**src/rtl/ctx_fetch.sv**
```systemverilog
// ctx_fetch: context sequencer between the context RAM read port and the
// PE-array configuration stream.
//
// A start command walks base_addr, base_addr+1, ... (mod 2**AWIDTH) for
// num_ctx words. It repeats that pass loop_cnt more times. Each word is
// presented on a valid/ready stream.
//
// Ports:
//   clk, rst_n        clock, asynchronous active-low reset
//   start             1-cycle command; ignored while busy
//   base_addr         first address of a pass (sampled at the accepted start)
//   num_ctx           words per pass, 0..2**AWIDTH (sampled at start)
//   loop_cnt          extra passes; total passes = loop_cnt+1 (sampled at start)
//   abort             synchronous cancel; has priority over start
//   busy, done        run in progress / 1-cycle completion pulse
//   ram_en, ram_addr  RAM read request
//   ram_dout          RAM read data, valid the cycle after ram_en
//   ctx_valid/ctx_data/ctx_last/ctx_ready  output stream
//
// Stream handshake: a word transfers in a cycle where ctx_valid && ctx_ready.
// While ctx_valid && !ctx_ready, ctx_valid, ctx_data and ctx_last are held.
// ctx_valid never waits on ctx_ready.
//
// Storage: the RAM output register is the landing stage for a read. A word
// is visible on the stream in the cycle it lands. If that word is not
// accepted, it moves into a 2-entry FIFO. Reads are issued only when the
// landing stage plus the FIFO can hold the result. As a result, no word
// that has been read is ever dropped.
module ctx_fetch #(
  parameter int AWIDTH = 10,
  parameter int DWIDTH = 32,
  parameter int LWIDTH = 8
) (
  input  logic              clk,
  input  logic              rst_n,
  input  logic              start,
  input  logic [AWIDTH-1:0] base_addr,
  input  logic [AWIDTH:0]   num_ctx,
  input  logic [LWIDTH-1:0] loop_cnt,
  input  logic              abort,
  output logic              busy,
  output logic              done,
  output logic              ram_en,
  output logic [AWIDTH-1:0] ram_addr,
  input  logic [DWIDTH-1:0] ram_dout,
  output logic              ctx_valid,
  output logic [DWIDTH-1:0] ctx_data,
  output logic              ctx_last,
  input  logic              ctx_ready
);

  typedef enum logic [1:0] {IDLE, FETCH, DRAIN} state_t;

  state_t            state;
  logic [AWIDTH-1:0] base_q;
  logic [AWIDTH:0]   num_q;
  logic [AWIDTH:0]   word_idx;
  logic [LWIDTH-1:0] pass_left;
  logic              inflight;
  logic              inflight_last;
  logic [DWIDTH-1:0] buf_data [2];
  logic [1:0]        buf_last;
  logic [1:0]        buf_count;
  logic              rd_ptr;
  logic              wr_ptr;

  logic              pop;
  logic              push;
  logic              pop_buf;
  logic              issue_last;
  logic              run_end;
  logic [2:0]        occ_after;

  assign pop       = ctx_valid && ctx_ready;
  // Occupancy after this cycle's pop: buffered words plus the landing word.
  assign occ_after = {1'b0, buf_count} + {2'b00, inflight} - {2'b00, pop};
  assign ram_en    = (state == FETCH) && (occ_after < 3'd2);
  assign issue_last = (word_idx == num_q - 1'b1);

  assign ctx_valid = (buf_count != 2'd0) || inflight;
  // With an empty FIFO, the landing word is presented directly.
  assign ctx_data  = (buf_count == 2'd0 && inflight) ? ram_dout : buf_data[rd_ptr];
  assign ctx_last  = (buf_count == 2'd0 && inflight) ? inflight_last : buf_last[rd_ptr];

  // A landing word enters the FIFO unless it is consumed straight from the RAM.
  assign push    = inflight && !(buf_count == 2'd0 && pop);
  assign pop_buf = pop && (buf_count != 2'd0);
  // In DRAIN, every outstanding word is already landed or buffered.
  // Popping the only remaining one ends the run.
  assign run_end = (state == DRAIN) && pop &&
                   (({1'b0, buf_count} + {2'b00, inflight}) == 3'd1);

  always_ff @(posedge clk or negedge rst_n) begin
    if (!rst_n) begin
      state         <= IDLE;
      busy          <= 1'b0;
      done          <= 1'b0;
      ram_addr      <= '0;
      base_q        <= '0;
      num_q         <= '0;
      word_idx      <= '0;
      pass_left     <= '0;
      inflight      <= 1'b0;
      inflight_last <= 1'b0;
      buf_data[0]   <= '0;
      buf_data[1]   <= '0;
      buf_last      <= '0;
      buf_count     <= '0;
      rd_ptr        <= 1'b0;
      wr_ptr        <= 1'b0;
    end else begin
      done          <= 1'b0;
      inflight      <= ram_en;
      inflight_last <= issue_last;
      if (abort) begin
        // The read issued this cycle (if any) is dropped by clearing inflight.
        state     <= IDLE;
        busy      <= 1'b0;
        inflight  <= 1'b0;
        buf_count <= '0;
        rd_ptr    <= 1'b0;
        wr_ptr    <= 1'b0;
      end else begin
        if (push) begin
          buf_data[wr_ptr] <= ram_dout;
          buf_last[wr_ptr] <= inflight_last;
          wr_ptr           <= ~wr_ptr;
        end
        if (pop_buf) rd_ptr <= ~rd_ptr;
        buf_count <= buf_count + {1'b0, push} - {1'b0, pop_buf};

        case (state)
          IDLE: begin
            if (start) begin
              if (num_ctx == '0) begin
                done <= 1'b1;
              end else begin
                state     <= FETCH;
                busy      <= 1'b1;
                base_q    <= base_addr;
                num_q     <= num_ctx;
                pass_left <= loop_cnt;
                word_idx  <= '0;
                ram_addr  <= base_addr;
              end
            end
          end
          FETCH: begin
            if (ram_en) begin
              if (issue_last) begin
                word_idx <= '0;
                ram_addr <= base_q;
                if (pass_left == '0) state <= DRAIN;
                else pass_left <= pass_left - 1'b1;
              end else begin
                word_idx <= word_idx + 1'b1;
                ram_addr <= ram_addr + 1'b1;
              end
            end
          end
          DRAIN: begin
            if (run_end) begin
              state <= IDLE;
              busy  <= 1'b0;
              done  <= 1'b1;
            end
          end
          default: state <= IDLE;
        endcase
      end
    end
  end

endmodule

```
**config.mk**
```make
export PLATFORM = sky130hd
export DESIGN_NAME = ctx_fetch
export DESIGN_NICKNAME = d
export VERILOG_FILES = /design/src/rtl/ctx_fetch.sv
export SDC_FILE = /design/constraint.sdc
export NUM_CORES = 1
export LEC_CHECK = 0
export ABC_AREA = 1
export ABC_CLOCK_PERIOD_IN_PS = 4770
export BUFFER_PORTS_ARGS = -buffer_cell sky130_fd_sc_hd__buf_2
export CAP_MARGIN = 30
export CELL_PAD_IN_SITES_DETAIL_PLACEMENT = 0
export CELL_PAD_IN_SITES_GLOBAL_PLACEMENT = 1
export CORE_ASPECT_RATIO = 1.75
export CORE_UTILIZATION = 45
export DETAILED_ROUTE_END_ITERATION = 8
export GPL_ROUTABILITY_DRIVEN = 0
export PLACE_DENSITY = 0.93
export SLEW_MARGIN = 40
export SYNTH_ARGS = -nofsm -noshare
export SYNTH_HDL_FRONTEND = slang
export SYNTH_SLANG_ARGS = --single-unit
```
**constraint.sdc**
```tcl
create_clock -name clk -period 4.77 [get_ports clk]
set_input_delay 0 -clock clk [delete_from_list [all_inputs] [get_ports clk]]
set_output_delay 0 -clock clk [all_outputs]
set_load 0.02 [all_outputs]
```
# Word level (Yosys, flattened, before mapping)
# Cells that the tools add are included.
# classes
addsub	8
mux	53
reduce_logical	27
div_mod_pow	0
n_bitwise	6
mul	0
magnitude_cmp	7
shift	0
eq_ne	15
# op_table
op	n
$mux 32	5
$bwmux 64	1
$mux 11	4
$mux 10	4
$mux 8	5
$demux 32 s1	1
$pmux 11 s2	1
$pmux 10 s2	1
$mux 1	17
$mux 2	8
$pmux 8 s2	1
$ne 3x3->1 const B	5
$add 11x1->11 const B	1
$eq 11x11->1	1
$logic_not 11->1	1
$sub 11x1->11 const B	1
$add 10x1->10 const B	1
$logic_and 1x1->1	10
$ne 2x2->1 const B	5
$logic_not 8->1	1
$reduce_and 4->1	2
$reduce_bool 2->1	4
$sub 8x1->8 const B	1
$reduce_and 7->1	1
other kinds (26)	34
# totals
mem_bits_rw	0
in_bits	66
rom_bits	0
ff_bits	126
wordCells	132
latch_bits	0
memories	0
output_inout_bits	47

# Depth between registers and ports, before layout
# Gate-level depths: netlist (run 1).
# depth
word_depth	9
mapped_depth	17

# Worst setup path before layout (run 1)
# OpenSTA, ideal clock, no wires.
# synth_timing
path_kind	flip-flop to flip-flop
start	register buf_count[1]
end	register ram_addr[2]
period_less_slack_ns	2.400
arrival_time_ns	2.278
path_stages_with_launch	17
path_slack_ns	2.370
required_time_ns	4.648
setup_ns	0.122
cell_sequence	dfrtp_1 or2_2 inv_1 nand2_1 nand2_1 nor2_1 ha_1 inv_1 nand2_1 nand3_1 nor3_2 or2_1 nand2_4 inv_4 buf_4 nor2_1 a21oi_2
# synth_between
elab_chain_cells	8
elab_cells_between_ends	9
classes_between	add/sub: 2; order compare: 1; eq/ne: 1; reduce/logical: 5
# synth_lines
item	line	source
start, declared	63	logic [1:0] buf_count;
start signal, assigned	130	buf_count <= buf_count + {1'b0, push} - {1'b0, pop_buf};
$reduce_bool 2->1	80	assign ctx_valid = (buf_count != 2'd0) || inflight;
$logic_or 1x1->1	80	
via ctx_valid	46	output logic ctx_valid,
$logic_and 1x1->1	74	assign pop = ctx_valid && ctx_ready;
$sub 3x1->3	76	assign occ_after = {1'b0, buf_count} + {2'b00, inflight} - {2'b00, pop};
$lt 3x2->1	77	assign ram_en = (state == FETCH) && (occ_after < 3'd2);
$logic_and 1x1->1	77	
$ne 2x2->1 (no source line)	--	
$reduce_and 5->1 (no source line)	--	
end signal, assigned	144	ram_addr <= base_addr;
end signal, assigned	152	ram_addr <= base_q;
end signal, assigned	157	ram_addr <= ram_addr + 1'b1;
end, declared	44	output logic [AWIDTH-1:0] ram_addr,
# The timed path passes the listed nets, and every way through them passes these cells.
# A chain may end at the register's enable or synchronous reset.

# Final worst setup path (run 1)
# layout_timing
start	register buf_count[1]
end	register word_idx[9]
# layout_between
elab_chain_cells	8
elab_cells_between_ends	9
classes_between	add/sub: 2; order compare: 1; eq/ne: 1; reduce/logical: 5
# layout_lines
item	line	source
parallel branches: the longest is 3 deep, another holds $add 2x1->3	--	
$sub 3x1->3 *	76	
$lt 3x2->1 *	77	
$logic_and 1x1->1 *	77	
$ne 2x2->1 (no source line) *	--	
$reduce_and 5->1 (no source line) *	--	
end signal, assigned	156	word_idx <= word_idx + 1'b1;
end, declared	57	logic [AWIDTH:0] word_idx;
# Every way passes the cells marked *.

==> flow_metrics.py, run 1 <==
metrics = {
    "status": {
        "status": "complete, no violations",
    },
    "sta": {
        "finalWorstSetupSlack_ps": 1920,
        "setup_viol": 0,
        "fmax_mhz": 350,
        "post-route-period-util_pct": 59.8,
        "period_needed_ps": 2850,
        "finalHoldViolations": 0,
        "slew-limit-headroom_pct": 51.6,
        "finalSetupTns_ps": 0,
        "tightest_slew_ps": 727,
        "clock_skew_ps": 11.5,
        "rsz0062_at_grt": "false",
        "slew_violations": 0,
    },
    "detailed_routing": {
        "routed_wl_um": 17100,
        "drt_iter0_drc": 248,
        "num_vias": 6359,
        "ant_nets": 0,
        "drc_errors": 0,
        "vias_per_cell": 5.05,
        "dr.pass1.iters": 4,
        "wl_per_cell_um": 13.6,
    },
    "floorplan": {
        "core-area_sq_mm": 0.0148,
        "die_x_um": 95.2,
        "initial_core_util_pct": 46.1,
        "fp-row-count": 59,
        "die_y_um": 165,
        "dieArea_sq_mm": 0.0157,
        "io_pins": 113,
    },
    "global_routing": {
        "grt_util_all_layers_pct": 22.9,
        "antenna_found_initial": 0,
        "grt_pass1_vias": 6179,
        "grt_pass1_wl_um": 27800,
        "grt_remaining_overflow": 0,
        "grt_max_degree": 80,
    },
    "clock_tree": {
        "clock_path_buffers": 2,
        "clk_latency_ps": 410,
        "cts.sinks": 126,
        "clockRootBuffer": "clkbuf_16",
        "cts_tree": "built",
        "postCtsSetupBuffers": 0,
        "post_cts_resized": 0,
        "clk_pin_slew_ps": 60,
        "htree_levels": 4,
        "cts_made_buffers": 17,
        "cts_hold_buf": 64,
    },
    "worst_setup_path": {
        "crit_arrival_ps": 3140,
        "crit_path_start_kind": "flop",
        "crit_chain": "or2_2, inv_1, nand2_1, nand2_1, nor2_1, ha_1, nand3_1, nor3_2, or2_1, nand2_4, inv_4, nand3_1, xor2_1, nor2_1",
        "r2r_slack_ps": 1920,
        "critical_path_required_ps": 5060,
        "cp_top_family": "simple AND/OR/NAND/NOR gates",
        "critPathBufInv": 2,
        "path_class": "reg -> reg",
        "slowest_stage": "dfrtp_1",
        "crit_fanout": 28,
        "end_kind": "flop",
        "cpPeakStageDelay_ps": 410,
    },
    "synthesis": {
        "seq_area_frac_synth_pct": 46.1,
        "synthFlopType": "dfrtp_1",
        "synth_warnings": 0,
        "postSynth.asyncResetShare_pct": 100,
        "yosysTopAreaCell": "dfrtp_1",
        "synth_area_sq_mm": 0.00685,
        "synth.area.top_cells": "dfrtp_1 46%, nand2_1 13%, o21ai_0 6.1%",
        "synth_top_area_share_pct": 46.1,
        "synthCells": 904,
        "synth_cell_types": 39,
        "synth-edff-count": 0,
        "postSynthAreaPerCell_sq_um": 7.57,
        "synth_seq_cells": 126,
        "syn_nets": 980,
    },
    "placement": {
        "pre_cts_ws_ps": 1940,
        "dp_hpwl_um": 11400,
        "dp.cells": 1162,
        "io_buffers": 112,
    },
    "final_layout": {
        "fill_cells": 1353,
        "antennaDiodeCount": 0,
        "nets": 1138,
        "regArea_sq_mm": 0.00315,
        "final_cells": 1258,
        "syn2layout_area_growth_pct": 27.6,
        "drive_gt1_share_pct": 17.9,
        "multi_input_area_sq_mm": 0.00316,
    },
    "pwr": {
        "finalPower_mw": 4.20,
        "ir_worst_vdd_mv": 0.249,
        "powerDensity_mw_per_mm2": 480,
        "p_leak_nw": 4.37,
    },
    "min_path": {
        "min-delay-path-class": "in -> reg",
    },
    "flow_run": {
        "maxCapViolCount": 0,
    },
}
registers in the layout, indices dropped and copies added, names as in the netlist:
signal,cells
num_q,11
buf_count,2
ram_addr,10
inflight,1
inflight_last,1
word_idx,11
state,2
base_q,10
pass_left,8
wr_ptr,1
done,1
busy,1
rd_ptr,1
buf_last,2
buf_data,64
through the flow:
step / area, sq um / utilization, % / hold WS [ps]
after floorplan: 6850 / - / -296
after global placement: 7500 / 50.6 / 230
after detailed placement: 7510 / 50.6 / 92.8
after CTS: 8740 / 58.9 / 29.0
after global routing: 8740 / 58.9 / 69.7
final: 8740 / 58.9 / 36.8
synth_stat cells (2+ instances only):
cell type and number:
dfrtp_1 126, and3_1 2, nand4_1 14, inv_2 8
nor3_2 2, nand3b_1 5, clkbuf_1 24, nor2_1 103
ha_1 10, inv_1 86, o21ai_0 84, xor2_1 14
nor2_8 2, nand2_1 242, a21oi_1 35, a31oi_1 34
nand2_2 5, a21oi_2 7, nand2_4 2, buf_4 2
buf_2 12, nor3_1 6, or2_2 3, xnor2_1 6
nor2_2 3, nor2_4 2, buf_1 4, nand3_1 50
tightest hold or removal path: stages:
cell and delay [ps]:
buf_2 90, a21oi_1 150, o21ai_0 160
metal layers:
layer	track usage, %	up-vias	routed length [um]
met1	24.9	2933	6810
met5	0	-	0
met3	3.53	32	601
met4	11.0	0	470
li1	-	3234	-
met2	42.1	160	9210
cell usage in the layout (no fill, tap or decap), drive strengths merged, types with 2 or more instances in the layout:
cell / netlist / routed
and3: 2 / 2
bufinv: 0 / 2
dlygate4sd3: 0 / 64
nand3: 52 / 52
inv: 95 / 100
nand4: 14 / 14
clkbuf: 24 / 17
o21ai: 85 / 85
nor3: 8 / 8
a31oi: 34 / 34
xnor2: 6 / 6
clkinvlp: 0 / 2
ha: 10 / 10
or2: 4 / 4
nor2: 110 / 110
buf: 19 / 118
clkinv: 0 / 6
nand3b: 5 / 5
dfrtp: 126 / 126
nand2: 249 / 249
a21oi: 42 / 42
xor2: 15 / 15
path summary, 6_finish.rpt:
path                         startpoint           end  cells after the start
hold reg to reg            buf_data[15]  buf_data[15]                      2
setup reg to reg           buf_count[1]   word_idx[9]                     14
min in group asynchronous         rst_n  buf_data[42]                      2
setup / recovery           buf_count[1]   word_idx[9]                     14
max in group asynchronous         rst_n  buf_data[13]                      3
hold / removal                ctx_ready        wr_ptr                      3
final cells by class:
class / instances / share of cell area [%]
clock buffers: 17 / 4.87
well taps: 183 / 2.62
inverters: 95 / 4.11
flip-flops and latches: 126 / 36.1
clock inverters: 15 / 1.83
multi-input cells: 640 / 36.1
repair buffers: 182 / 14.3
power by group:
part | switching (mW) | leakage, nW | total (mW) | internal (mW)
clock network | 0.503 | 0.285 | 1.28 | 0.776
logic | 0.842 | 2.48 | 1.37 | 0.526
registers | 0.204 | 1.61 | 1.55 | 1.35
cell families (layout without fill, tap and decap cells):
logic type               count (synthesis)  in the layout  share of synthesized area (%)
XOR/XNOR                                21             21                           2.80
AO/OA/AOI/OAI                          163            163                           13.0
flip-flops                             126            126                           46.1
buffers and inverters                  138            309                           8.04
adder cells (fa/ha/maj)                 10             10                           1.83
AND/OR/NAND/NOR                        446            446                           28.3
Note: power is estimated with default switching activity, not from simulation.
==> run 2, diff against run 1 <==
Settings changed: ABC_AREA 1 to 0, ABC_CLOCK_PERIOD_IN_PS 4770 to 2700, CORE_UTILIZATION 45 to 44, PLACE_DENSITY 0.93 to 0.87.
Clock period 4.77 ns to 2.7 ns, I/O delays scaled along.
==> flow_metrics.py, run 2 <==
metrics = {
    "worst_setup_path": {
        "end_kind": "flop",
        "crit_chain": "ha_1, ha_1, inv_1, ha_4, xnor2_4, a31oi_4, a2111o_1, nor2_4, buf_12, mux2_4",
        "slowest_stage": "a2111o_1",
        "cpPeakStageDelay_ps": 490,
        "reg2reg_to": "num_q[7]",
        "cpMostUsedCell": "ha_1",
        "worstRegToRegCells": 10,
        "critical_path_required_ps": 2990,
        "r2r_start": "inflight",
        "cp-startpoint": "inflight",
        "cp_top_family": "adder cells",
        "path_class": "reg -> reg",
        "crit_path_start_kind": "flop",
        "r2r_slack_ps": -110,
        "crit_fanout": 13,
        "crit_arrival_ps": 3100,
        "critPathBufInv": 2,
    },
    "synthesis": {
        "synth_common_cells": "126 x dfrtp_1, 91 x nand2_1, 76 x mux2_2, 47 x o21ai_0, 42 x mux2i_1",
        "synth_top_area_share_pct": 46.8,
        "postSynthAreaPerCell_sq_um": 10.4,
        "synthCells": 648,
        "synthFlopType": "dfrtp_1",
        "synth-edff-count": 0,
        "synth_warnings": 0,
        "yosys.cell_count.top_type": "dfrtp_1",
        "postSynth.asyncResetShare_pct": 100,
        "synth_seq_cells": 126,
        "synth.area.top_cells": "dfrtp_1 47%, mux2_2 13%, mux2i_1 6.2%",
        "synth_area_sq_mm": 0.00673,
        "yosysTopAreaCell": "dfrtp_1",
        "syn_nets": 724,
        "synth_cell_types": 61,
        "seq_area_frac_synth_pct": 46.8,
    },
    "global_routing": {
        "grt_pass1_vias": 5805,
        "grt_max_degree": 71,
        "antenna_found_initial": 0,
        "grt_remaining_overflow": 0,
        "grt_util_all_layers_pct": 21.7,
        "grt_pass1_wl_um": 27200,
    },
    "pwr": {
        "p_leak_nw": 4.21,
        "powerDensity_mw_per_mm2": 1100,
        "ir_worst_vdd_mv": 0.547,
    },
    "floorplan": {
        "die_x_um": 95.5,
        "dieArea_sq_mm": 0.0158,
        "core-area_sq_mm": 0.0149,
        "io_pins": 113,
        "fp-row-count": 59,
        "die_y_um": 166,
        "initial_core_util_pct": 45.1,
    },
    "final_layout": {
        "layout_commonest_cell": "dfrtp_1",
        "fill_cells": 1210,
        "syn2layout_area_growth_pct": 36.1,
        "multi_input_area_sq_mm": 0.00353,
        "final_util_pct": 61.5,
        "top_register": "buf_data",
        "nets": 926,
        "largest_register_ff_count": 64,
        "top_regs": "buf_data x64, num_q x11, word_idx x11",
        "regArea_sq_mm": 0.00316,
        "antennaDiodeCount": 0,
        "final_cell_mix": "125 x dfrtp_1, 111 x buf_2, 88 x nand2_1",
        "drive_gt1_share_pct": 34.0,
    },
    "sta": {
        "finalWorstSetupSlack_ps": -114,
        "rsz0062_at_grt": "true",
        "finalSetupTns_ps": -1240,
        "clock_skew_ps": 9.27,
        "setup_viol": 21,
        "post-route-period-util_pct": 104,
        "finalHoldViolations": 0,
        "slew_violations": 0,
        "slew-limit-headroom_pct": 56.0,
        "tightest_slew_ps": 657,
        "period_needed_ps": 2810,
        "fmax_mhz": 355,
    },
    "detailed_routing": {
        "routed_wl_um": 17200,
        "drc_errors": 0,
        "num_vias": 5720,
        "drt_iter0_drc": 200,
        "vias_per_cell": 5.47,
        "ant_nets": 0,
        "dr.pass1.iters": 4,
        "wl_per_cell_um": 16.4,
    },
    "clock_tree": {
        "htree_levels": 4,
        "cts.sinks": 126,
        "clk_pin_slew_ps": 60,
        "cts_made_buffers": 17,
        "clock_path_buffers": 2,
        "cts_tree": "built",
        "clk_latency_ps": 410,
        "clockRootBuffer": "clkbuf_16",
    },
    "min_path": {
        "hp-start": "ctx_ready",
        "min-delay-path-class": "in -> reg",
        "holdPathEnd": "rd_ptr",
        "min_path_cells": 4,
    },
    "status": {
        "status": "finished, violations left",
        "violations": "negative setup slack",
    },
    "placement": {
        "pre_cts_ws_ps": -83.2,
        "io_buffers": 112,
        "dp_hpwl_um": 11600,
    },
    "flow_run": {
        "maxCapViolCount": 0,
    },
}
==> run 2: what timing repair did <==
item	4_1_cts	5_1_grt
hold endpoints to repair	177	0
gates resized for setup	3	28
hold buffers	65	0
pin swaps	1	8
endpoints found under the setup margin	17	39
cloned	0	2
setup buffers	0	5
==> run 2: metal layers <==
metal  up-vias  global-route usage [%]  share of wire, %
li1       2739                       -                 -
met1      2790                    24.4                40
met2       158                    39.0                54
met3        33                    3.76               3.9
met4         0                    9.28               2.8
met5         -                       0                 0
==> run 2: area by class of cell <==
class                           count  area share, %
Multi-Input combinational cell    472           38.5
Clock buffer                       18           4.79
Inverter                           14          0.573
Tap cell                          183           2.50
Timing Repair Buffer              219           17.2
Sequential cell                   126           34.4
Clock inverter                     14           1.98
==> run 2: worst max-delay path by stage <==
| stage | end | cells past startpoint | slack (ps) |
|---|---|---|---|
| detailed placement | pass_left[7] | 11 | -80 |
| global route | ram_addr[0] | 11 | -240 |
| global placement | pass_left[7] | 11 | 7 |
| CTS | pass_left[7] | 11 | -20 |
| floorplan | pass_left[3] | 10 | -20 |
| finish | num_q[7] | 10 | -110 |
==> run 2: kinds of logic after synthesis <==
logic type / share of synthesized area (%)
and+or+nand+nor: 15.4
muxes: 19.0
xor gates and xnor gates: 2.99
buffers and inverters: 3.10
AOI/OAI and AO/OA: 10.9
adders and majority gates: 1.86
DFF: 46.8
==> run 2: stage by stage <==
stage | power, mW | hold slack (ps) | cells | cell area [sq um]
finish | 10.1 | 73.3 | 1046 | 9160
CTS | 9.87 | 50.2 | 1039 | 8970
detailed placement | 7.36 | 166 | 942 | 7680
global placement | 7.17 | 154 | 942 | 7680
floorplan | 6.00 | -296 | 648 | 6770
global route | 10.7 | 81.4 | 1046 | 9160
==> run 2: where the power goes <==
part           total, mW  internal, mW  switching [mW]
Combinational       4.42          2.07            2.35
Clock               2.38          1.49           0.889
Sequential          3.29          2.57           0.720
Total               10.1          6.13            3.96
==> run 2: tightest hold or removal path, cell delays in order <==
cell     delay (ps)
buf_2           130
nor2b_1         150
xnor2_1         140
nor2_1           40
